[config.mk]
export PLATFORM = sky130hd
export DESIGN_NAME = sram_fifo_reader
export DESIGN_NICKNAME = d
export VERILOG_FILES = /design/src/rtl/sram_fifo_pkg.sv /design/src/rtl/sram_fifo_skid.sv /design/src/rtl/sram_fifo_reader.sv
export SDC_FILE = /design/constraint.sdc
export NUM_CORES = 1
export LEC_CHECK = 0
export CORE_UTILIZATION = 54
export DETAILED_ROUTE_END_ITERATION = 6
export PLACE_DENSITY = 0.83
export SETUP_SLACK_MARGIN = 0.1
export SLEW_MARGIN = 20
export SYNTH_ARGS = -nofsm -noshare
export SYNTH_HDL_FRONTEND = slang
export SYNTH_SLANG_ARGS = --single-unit
[constraint.sdc]
create_clock -name clk -period 8.35 [get_ports clk]
set_clock_uncertainty 0.15 [all_clocks]
set_input_delay 1.67 -clock clk [delete_from_list [all_inputs] [get_ports clk]]
set_output_delay 1.67 -clock clk [all_outputs]
set_load 0.1 [all_outputs]
[src/rtl/sram_fifo_pkg.sv]
// sram_fifo_pkg: shared SRAM FIFO defaults, reader state encoding and read latency
package sram_fifo_pkg;
  localparam int BITS     = 8;
  localparam int DEPTH    = 8;
  localparam int READ_LAT = 1;
  typedef enum logic [1:0] {IDLE = 2'd0, ISSUE = 2'd1, WAIT = 2'd2} state_e;
endpackage

[src/rtl/sram_fifo_skid.sv]
// sram_fifo_skid: two-entry skid buffer reporting free space including in-flight reservations
module sram_fifo_skid
  import sram_fifo_pkg::*;
#(
  parameter int bits = BITS
) (
  input  logic            clk,
  input  logic            rst_ni,
  input  logic            push_i,
  input  logic [bits-1:0] data_i,
  input  logic            pop_i,
  input  logic            issue_i,
  output logic [bits-1:0] data_o,
  output logic            valid_o,
  output logic [1:0]      space_o,
  output logic            stall_o
);
  logic [bits-1:0] h0_q, h0_d, h1_q, h1_d;
  logic [1:0]      lvl_q, lvl_d, lvl_pop;
  // Shift the head on pop, then land a push in the first free slot
  always_comb begin
    lvl_pop = lvl_q - 2'(pop_i);
    h0_d    = (push_i && lvl_pop == 2'd0) ? data_i : pop_i ? h1_q : h0_q;
    h1_d    = (push_i && lvl_pop == 2'd1) ? data_i : h1_q;
    lvl_d   = lvl_pop + 2'(push_i);
  end
  // Storage and fill level; reset empties the buffer and clears the head
  always_ff @(posedge clk or negedge rst_ni) begin
    if (!rst_ni) begin
      h0_q  <= '0;
      h1_q  <= '0;
      lvl_q <= '0;
    end else begin
      h0_q  <= h0_d;
      h1_q  <= h1_d;
      lvl_q <= lvl_d;
    end
  end
  assign data_o  = h0_q;
  assign valid_o = lvl_q != 2'd0;
  // push_i doubles as the in-flight marker; a pop this cycle frees a slot in time for a new read
  assign space_o = 2'd2 - lvl_q - 2'(push_i) + 2'(pop_i);
  assign stall_o = ({1'b0, lvl_d} + 3'(issue_i)) >= 3'd2;
endmodule

[src/rtl/sram_fifo_reader.sv]
// sram_fifo_reader: read-side controller for SRAM_fifo with shadow occupancy and valid/ready output
// Optional SRAM_FIFO_READER_STATS_EN adds a 16-bit wrapping count of delivered packets.
module sram_fifo_reader
  import sram_fifo_pkg::*;
#(
  parameter int bits    = BITS,
  parameter int depth   = DEPTH,
  parameter int cntBits = 4
) (
  input  logic               clk,
  input  logic               rst,
  input  logic               writeMode,
  output logic               readMode,
  input  logic [bits-1:0]    fifoPacket,
  output logic [bits-1:0]    outData,
  output logic               outValid,
  input  logic               outReady,
  output logic [cntBits-1:0] count,
  output logic               overflow
`ifdef SRAM_FIFO_READER_STATS_EN
  ,
  output logic [15:0]        delivered
`endif
);
  state_e              state_q, state_d;
  logic [cntBits-1:0]  count_q, count_d;
  logic                ovf_q, ovf_d;
  logic [READ_LAT-1:0] fly_q;
  logic                push, pop, stall;
  logic [1:0]          space;

  assign push     = fly_q[READ_LAT-1];
  assign pop      = outValid && outReady;
  assign readMode = state_q != IDLE && count_q != '0 && space != 2'd0;
  assign count    = count_q;
  assign overflow = ovf_q;

  sram_fifo_skid #(.bits(bits)) u_skid (
    .clk     (clk),
    .rst_ni  (rst),
    .push_i  (push),
    .data_i  (fifoPacket),
    .pop_i   (pop),
    .issue_i (readMode),
    .data_o  (outData),
    .valid_o (outValid),
    .space_o (space),
    .stall_o (stall)
  );

  // Shadow count, sticky overflow, and next state; WAIT means no credit remains without a handshake
  always_comb begin
    count_d = count_q + cntBits'(writeMode && count_q < cntBits'(depth)) - cntBits'(readMode);
    ovf_d   = ovf_q || (writeMode && count_q == cntBits'(depth));
    state_d = count_d == '0 ? IDLE : stall ? WAIT : ISSUE;
  end

  // Controller state and read-latency pipeline; reset drops any packet still in flight
  always_ff @(posedge clk or negedge rst) begin
    if (!rst) begin
      state_q <= IDLE;
      count_q <= '0;
      ovf_q   <= 1'b0;
      fly_q   <= '0;
    end else begin
      state_q <= state_d;
      count_q <= count_d;
      ovf_q   <= ovf_d;
      fly_q   <= READ_LAT'({fly_q, readMode});
    end
  end

`ifdef SRAM_FIFO_READER_STATS_EN
  logic [15:0] delivered_q;
  // Handshake counter, wraps naturally at 16 bits
  always_ff @(posedge clk or negedge rst) begin
    if (!rst) delivered_q <= '0;
    else      delivered_q <= delivered_q + 16'(pop);
  end
  assign delivered = delivered_q;
`endif
endmodule
## Word level (Yosys, flattened, before mapping)

Index checks and enable logic that the tools add are counted.

- Flip-flop bits (word level): 26
- Bits of input ports: 12

- Reduce and logical (&&, ||, !) cells: 15
- Mux-type cells: 4
- Magnitude comparators: 2
- Eq/ne operators: 2
- $add $sub $neg: 8

Operator list:

| cell | number |
|---|---|
| two-way mux 8 bit | 2 |
| nonzero test 2 bit | 4 |
| logical AND 1 bit | 7 |
| adder 2 x 1 -> 2 bit | 2 |
| adder 4 x 1 -> 4 bit | 1 |
| == test 4 bit, second input constant | 1 |
| zero test 4 bit | 1 |
| < comparator 4 bit, second input constant | 1 |
| two-way mux 2 bit | 2 |
| nonzero test 4 bit | 1 |
| subtractor 2 x 1 -> 2 bit | 2 |
| subtractor 4 x 1 -> 4 bit | 1 |
| adder 2 x 1 -> 3 bit | 1 |
| greater-or-equal comparator 3 x 2 -> 1 bit, second input constant | 1 |
| == test 2 x 1 -> 1 bit, second input constant | 1 |
| zero test 2 bit | 1 |
| subtractor 2 bit, first input constant | 1 |
| logical OR 1 bit | 1 |

## Logic depth before layout (Yosys ltp)

Gate-level depths: netlist of run 1.

- Depth in word-level cells: 9
- Gate-level depth with buffers: 13
- Depth with buffers taken out: 12

## Hierarchy

Synthesis of run 1 repeated with hierarchy kept, for this count alone.

- Cell total of the unflattened synthesis: 104
- Area, all modules: 1280.0 sq um

By module, submodules not included:

| module | area an instance (sq um) | times used | cells each |
|---|---|---|---|
| sram_fifo_skid | 839.6 | 1 | 66 |
| sram_fifo_reader | 440.4 | 1 | 38 |

## Worst setup path after synthesis of run 1

No wires, ideal clock.

- Path type: input to register
- Start: input outReady
- End: register state_q[0]
- Setup time: 0.140 ns
- Path buffers: 0
- Cell stages on the path: 12
- Setup slack: 1.483 ns
- Arrival: 6.577 ns
- Data required time: 8.060 ns
- Cell sequence: o21ai_4 > fa_1 > xor2_1 > a211oi_1 > ha_1 > inv_1 > ha_1 > inv_1 > fa_1 > nand3b_1 > a2111oi_1 > nor3_1

- Cells in the longest elaborated chain, start to end: 8
- Elaborated cells between the ends (all ways): 12

Ends and longest elaborated chain:

| item | line | source |
|---|---|---|
| start: declaration | sram_fifo_reader.sv:17 | `input logic outReady,` |
| logical AND 1 bit (*) | sram_fifo_reader.sv:33 | `assign pop = outValid && outReady;` |
| adder 2 x 1 -> 2 bit (*) | sram_fifo_skid.sv:42 | `assign space_o = 2'd2 - lvl_q - 2'(push_i) + 2'(pop_i);` |
| nonzero test 2 bit (*) | sram_fifo_reader.sv:34 | `assign readMode = state_q != IDLE && count_q != '0 && space != 2'd0;` |
| logical AND 1 bit (*) | sram_fifo_reader.sv:34 |  |
| net readMode | sram_fifo_reader.sv:13 | `output logic readMode,` |
| adder 2 x 1 -> 3 bit | sram_fifo_skid.sv:43 | `assign stall_o = ({1'b0, lvl_d} + 3'(issue_i)) >= 3'd2;` |
| greater-or-equal comparator 3 x 2 -> 1 bit | sram_fifo_skid.sv:43 |  |
| two-way mux 2 bit | sram_fifo_reader.sv:55 | `state_d = count_d == '0 ? IDLE : stall ? WAIT : ISSUE;` |
| two-way mux 2 bit (*) | sram_fifo_reader.sv:55 |  |
| net state_d[0] | sram_fifo_reader.sv:25 | `state_e state_q, state_d;` |
| end signal: assignment | sram_fifo_reader.sv:66 | `state_q <= state_d;` |
| end: declaration | sram_fifo_reader.sv:25 |  |

Mark *: on every way through the listed nets, which the timed path passes. The rest lies on a longest branch.
A chain may end at the register's enable or synchronous reset.

## Final worst setup path of run 1

- Start: input outReady
- End: output readMode

- Cells in the longest elaborated chain, start to end: 4

Ends and longest elaborated chain:

| item | line |
|---|---|
| logical AND 1 bit | sram_fifo_reader.sv:33 |
| adder 2 x 1 -> 2 bit | sram_fifo_skid.sv:42 |
| nonzero test 2 bit | sram_fifo_reader.sv:34 |
| logical AND 1 bit | sram_fifo_reader.sv:34 |
| end: declaration | sram_fifo_reader.sv:13 |

No other way between the ends.

==> results.ini, run 1 <==
[synth]
yosysWarnings = 0
synth_cells = 99
synth-async-reset-ratio_pct = 100
synth_area_leaders = dfrtp_1, mux2_2, ha_1, inv_1, fa_1
synth-edff-count = 0
synth_cell_types = 27
avgSynthCellArea_um2 = 13.5
synth_top_area_cell = dfrtp_1
ys_seq_area_share_pct = 48.5
synthTopCellsByCount = dfrtp_1, mux2_2, inv_1
ys_dominant_reg_cell = dfrtp_1
synth_most_common_cell = dfrtp_1
mappedNetlistArea_um2 = 1340
ys_seq_elements = 26
synth_top_area_share_pct = 48.5
synth_fp_nets = 121

[routing]
wl_um = 2420
drt_iter0_drc = 8
wire_per_inst_um = 15.5
vias = 846
drc = 0
dr.pass1.iters = 2
ant_nets = 0
vias_per_cell = 5.42

[timing]
slew_violations = 0
setup_viol = 0
tightestPinTransition_ns = 0.971
min_period_ns = 6.31
tns_ns = 0
rsz0062_at_grt = no
max_slew_margin_pct = 35.1
finalCritPeriodShare_pct = 75.6
clock.fmax_mhz = 158
final_hold_viol_count = 0
whs_ns = 0.331

[cts]
cts_buffers = 3
root_buffer = clkbuf_4
cts-htree-levels = 1
cts_setup_buffers = 0
cts_tree = done
cts_hold_buffers = 0
clock_sinks = 26
worstSkewPairLatency_ns = 0.31
cts_resized = 0
clk_transition_reported_paths_ns = 0.13
cts_buffer_depth = 2

[grt]
grt_pass1_wl_um = 4110
overflow = 0
antenna_found_initial = 0
grt_usage_pct = 21.7
grt_max_degree = 27
grt_pass1_vias = 883

[setup_path]
endpoint_kind = output port
crit_type = in -> out
cp_cell_sequence = clkdlybuf4s50_1 -> o21ai_4 -> fa_1 -> xor2_1 -> a211oi_1 -> clkdlybuf4s50_1
worstSetupStartpointType = input pin
arrival_ns = 4.49
crit_top_cell = clkdlybuf4s50_1
cp_max_fo = 10
cp_slowest_cell = clkdlybuf4s50_1
cp_slowest_stage_delay_ns = 1.21
cp_data_required_time_ns = 6.53

[die]
die_w_um = 51.8
die-area_um2 = 2690
start_util_pct = 58.9
dieHeight_um = 51.8
placementRows = 17
io_pins = 27
core_um2 = 2280

[layout]
fin_area_um2 = 1670
drive_above_1_share_pct = 28.1
area_growth_pct = 24.7
n_antenna_cell = 0
nets = 151

[placement]
numPortBuffers = 26
post_dp_cell_area_um2 = 1630
gp_congestion = 0.895
dp_hpwl_um = 1830

[status]
status = finished clean

[worst_hold_path]
worstHoldPathType = reg -> reg

[job]
drv_cap = 0

## through the flow
step	cells	util, %	worst slack (ns)
5_1_grt	156	73.5	1.90
6_report	156	73.5	2.04
4_1_cts	156	73.7	2.02
3_3_place_gp	152	71.4	2.05
2_1_floorplan	99	-	1.48
3_5_place_dp	152	71.4	2.02
## critical path: cells and delay by family
family	cells	cell delay, ns
XOR/XNOR	1	0.17
AO/OA/AOI/OAI	2	0.52
adder cells (fa/ha/maj)	1	0.42
buffers and inverters	2	1.71
## kinds of logic after synthesis
group	Yosys count	synth area share [%]
and+or+nand+nor	12	5.69
xor gates and xnor gates	5	4.85
muxes	24	20.1
adders and majority gates	10	10.4
DFF	26	48.5
buffers and inverters	13	4.20
AOI/OAI and AO/OA	9	6.16
## sequential cells by signal, indices dropped and copies added (netlist names)
register       cells
count              4
fly_q              1
overflow           1
state_q            2
u_skid.data_o      8
u_skid.h1_q        8
u_skid.lvl_q       2
## placed cells by master (no fill, tap or decap), types with 2 or more instances in the layout
cell,count
nor3b_1,2
inv_1,12
fa_1,2
clkbuf_4,3
nand3_2,2
xor2_1,2
clkdlybuf4s50_1,25
nor2_1,2
mux2_2,24
ha_1,8
a21oi_1,2
dfrtp_1,26
## per-layer routing
metal,track usage [%],share of wire [%],vias up
li1,-,-,403
met1,26.6,44,425
met2,38.2,52,14
met3,2.05,2.2,4
met4,9.46,1.4,0
met5,0,0,-
## worst paths after layout
path,cells after the start,startpoint,slack (ns),end
setup / recovery,6,outReady,2.04,readMode
hold reg to reg,1,overflow,0.33,overflow
setup reg to reg,11,u_skid.lvl_q[1],4.34,state_q[0]
max in group asynchronous,1,rst,6.50,fly_q
hold / removal,1,overflow,0.33,overflow
min in group asynchronous,1,rst,1.16,u_skid.h1_q[0]
## cell type report
cell class | instances | area (um^2)
clock inverter | 1 | 30.0
sequential | 26 | 651
tap | 28 | 35.0
inverter | 12 | 45.0
multi-input combinational | 60 | 634
timing repair buffer | 26 | 255
fill | 164 | 603
clock buffer | 3 | 22.5
Power of run 1 is left out: the tool's default activity adds up to more than one toggle a clock period on the data nets, which glitch-free logic cannot reach.
==> inputs of run 2 (changes only) <==
--- a/config.mk
+++ b/config.mk
@@ -5,9 +5,9 @@
 export SDC_FILE = /design/constraint.sdc
 export NUM_CORES = 1
 export LEC_CHECK = 0
-export CORE_UTILIZATION = 54
+export CORE_UTILIZATION = 45
 export DETAILED_ROUTE_END_ITERATION = 6
-export PLACE_DENSITY = 0.83
+export PLACE_DENSITY = 0.74
 export SETUP_SLACK_MARGIN = 0.1
 export SLEW_MARGIN = 20
 export SYNTH_ARGS = -nofsm -noshare
==> constraint.sdc (replaced) <==
create_clock -name clk -period 5.4 [get_ports clk]
set_clock_uncertainty 0.15 [all_clocks]
set_input_delay 1.08 -clock clk [delete_from_list [all_inputs] [get_ports clk]]
set_output_delay 1.08 -clock clk [all_outputs]
set_load 0.1 [all_outputs]
==> results.ini, run 2 (same netlist as run 1, synthesis figures left out) <==
[grt]
grt_pass1_vias = 921
grt_usage_pct = 16.8
overflow = 0
grt_pass1_wl_um = 4020
antenna_found_initial = 0
grt_max_degree = 27

[timing]
clock.fmax_mhz = 230
final_hold_viol_count = 0
slew_violations = 0
rsz0062_at_grt = no
tns_ns = 0
min_period_ns = 4.35
setup_viol = 0
finalCritPeriodShare_pct = 80.5
tightestPinTransition_ns = 0.979
max_slew_margin_pct = 34.5

[routing]
vias = 825
vias_per_cell = 5.16
wire_per_inst_um = 14.6
dr.pass1.iters = 3
ant_nets = 0
wl_um = 2330
drt_iter0_drc = 14
drc = 0

[die]
start_util_pct = 48.2
io_pins = 27
die-area_um2 = 3200
dieHeight_um = 56.6
die_w_um = 56.6
placementRows = 19
core_um2 = 2780

[cts]
clk_transition_reported_paths_ns = 0.13
cts_resized = 0
cts_tree = done
cts-htree-levels = 1
cts_buffer_depth = 2
worstSkewPairLatency_ns = 0.31
cts_buffers = 3
clock_sinks = 26
cts_hold_buffers = 0
root_buffer = clkbuf_4
cts_setup_buffers = 0

[layout]
layout_commonest_cell = dfrtp_1
final_cell_mix = dfrtp_1, clkdlybuf4s50_1, mux2_2, inv_1, ha_1
fill_cells = 225
nets = 152
n_antenna_cell = 0
drive_above_1_share_pct = 29.5
area_growth_pct = 24.9

[setup_path]
arrival_ns = 4.39
cp_data_required_time_ns = 5.45
r2r_start = u_skid.lvl_q[1]
crit_type = in -> reg
startpoint = outReady
cp_max_fo = 10
endpoint_kind = flop
worstSetupStartpointType = input pin

[placement]
gp_congestion = 0.877
dp_hpwl_um = 1780
numPortBuffers = 26

[status]
status = finished clean

[job]
drv_cap = 0

[worst_hold_path]
min_from = overflow
worstHoldPathType = reg -> reg

[run 2: changes by cell type in the layout (fill, tap and decap cells not counted)]
cell / delta
a211oi_2: +1
buf_2: -1
bufinv_16: -1
buf_4: +2
clkbuf_8: +1
a211oi_1: -1
[run 2: metrics by stage]
step / cells / setup slack (ns) / cell area [um^2] / hold WS [ns] / util (%)
6_report: 160 / 1.05 / 1680 / 0.354 / 60.2
5_1_grt: 160 / 0.866 / 1680 / 0.388 / 60.2
4_1_cts: 160 / 1.05 / 1680 / 0.355 / 60.2
3_5_place_dp: 156 / 0.714 / 1640 / 0.324 / 58.9
3_3_place_gp: 156 / 0.837 / 1640 / 0.306 / 58.9
2_1_floorplan: 99 / 0.243 / 1350 / 0.325 / -
[run 2: path summary, 6_finish.rpt]
kind,slack (ns),cells past startpoint,end
hold reg to reg,0.35,1,overflow
hold / removal,0.35,1,overflow
max in group asynchronous,3.86,2,count[0]
setup reg to reg,1.62,11,state_q[0]
setup / recovery,1.05,13,state_q[0]
min in group asynchronous,0.99,2,u_skid.data_o[3]
[run 2: metal layers]
metal | wire length (um) | part of all wire [%] | vias up | track usage [%]
li1 | - | - | 402 | -
met3 | 56 | 2.4 | 2 | 2.53
met2 | 1250 | 53 | 11 | 29.2
met1 | 1010 | 43 | 410 | 20.7
met5 | 0 | 0 | - | 0
met4 | 16 | 0.69 | 0 | 6.97
[run 2: cell type report]
type / instances / area [um^2] / share of cell area, %
flip-flops and latches: 26 / 651 / 38.8
multi-input cells: 60 / 639 / 38.2
repair buffers: 27 / 265 / 15.8
inverters: 12 / 45.0 / 2.69
well taps: 31 / 38.8 / 2.32
clock buffers: 4 / 36.3 / 2.17
[run 2: critical path, cell delays in order]
cell and delay (ns):
clkdlybuf4s50_1 0.50, o21ai_4 0.14, fa_1 0.40, xor2_1 0.18, a211oi_2 0.31, ha_1 0.28, inv_1 0.06, ha_1 0.18
inv_1 0.06, fa_1 0.53, nand3b_1 0.09, a2111oi_1 0.49, nor3_1 0.10
Power of run 2 is left out for the same reason.
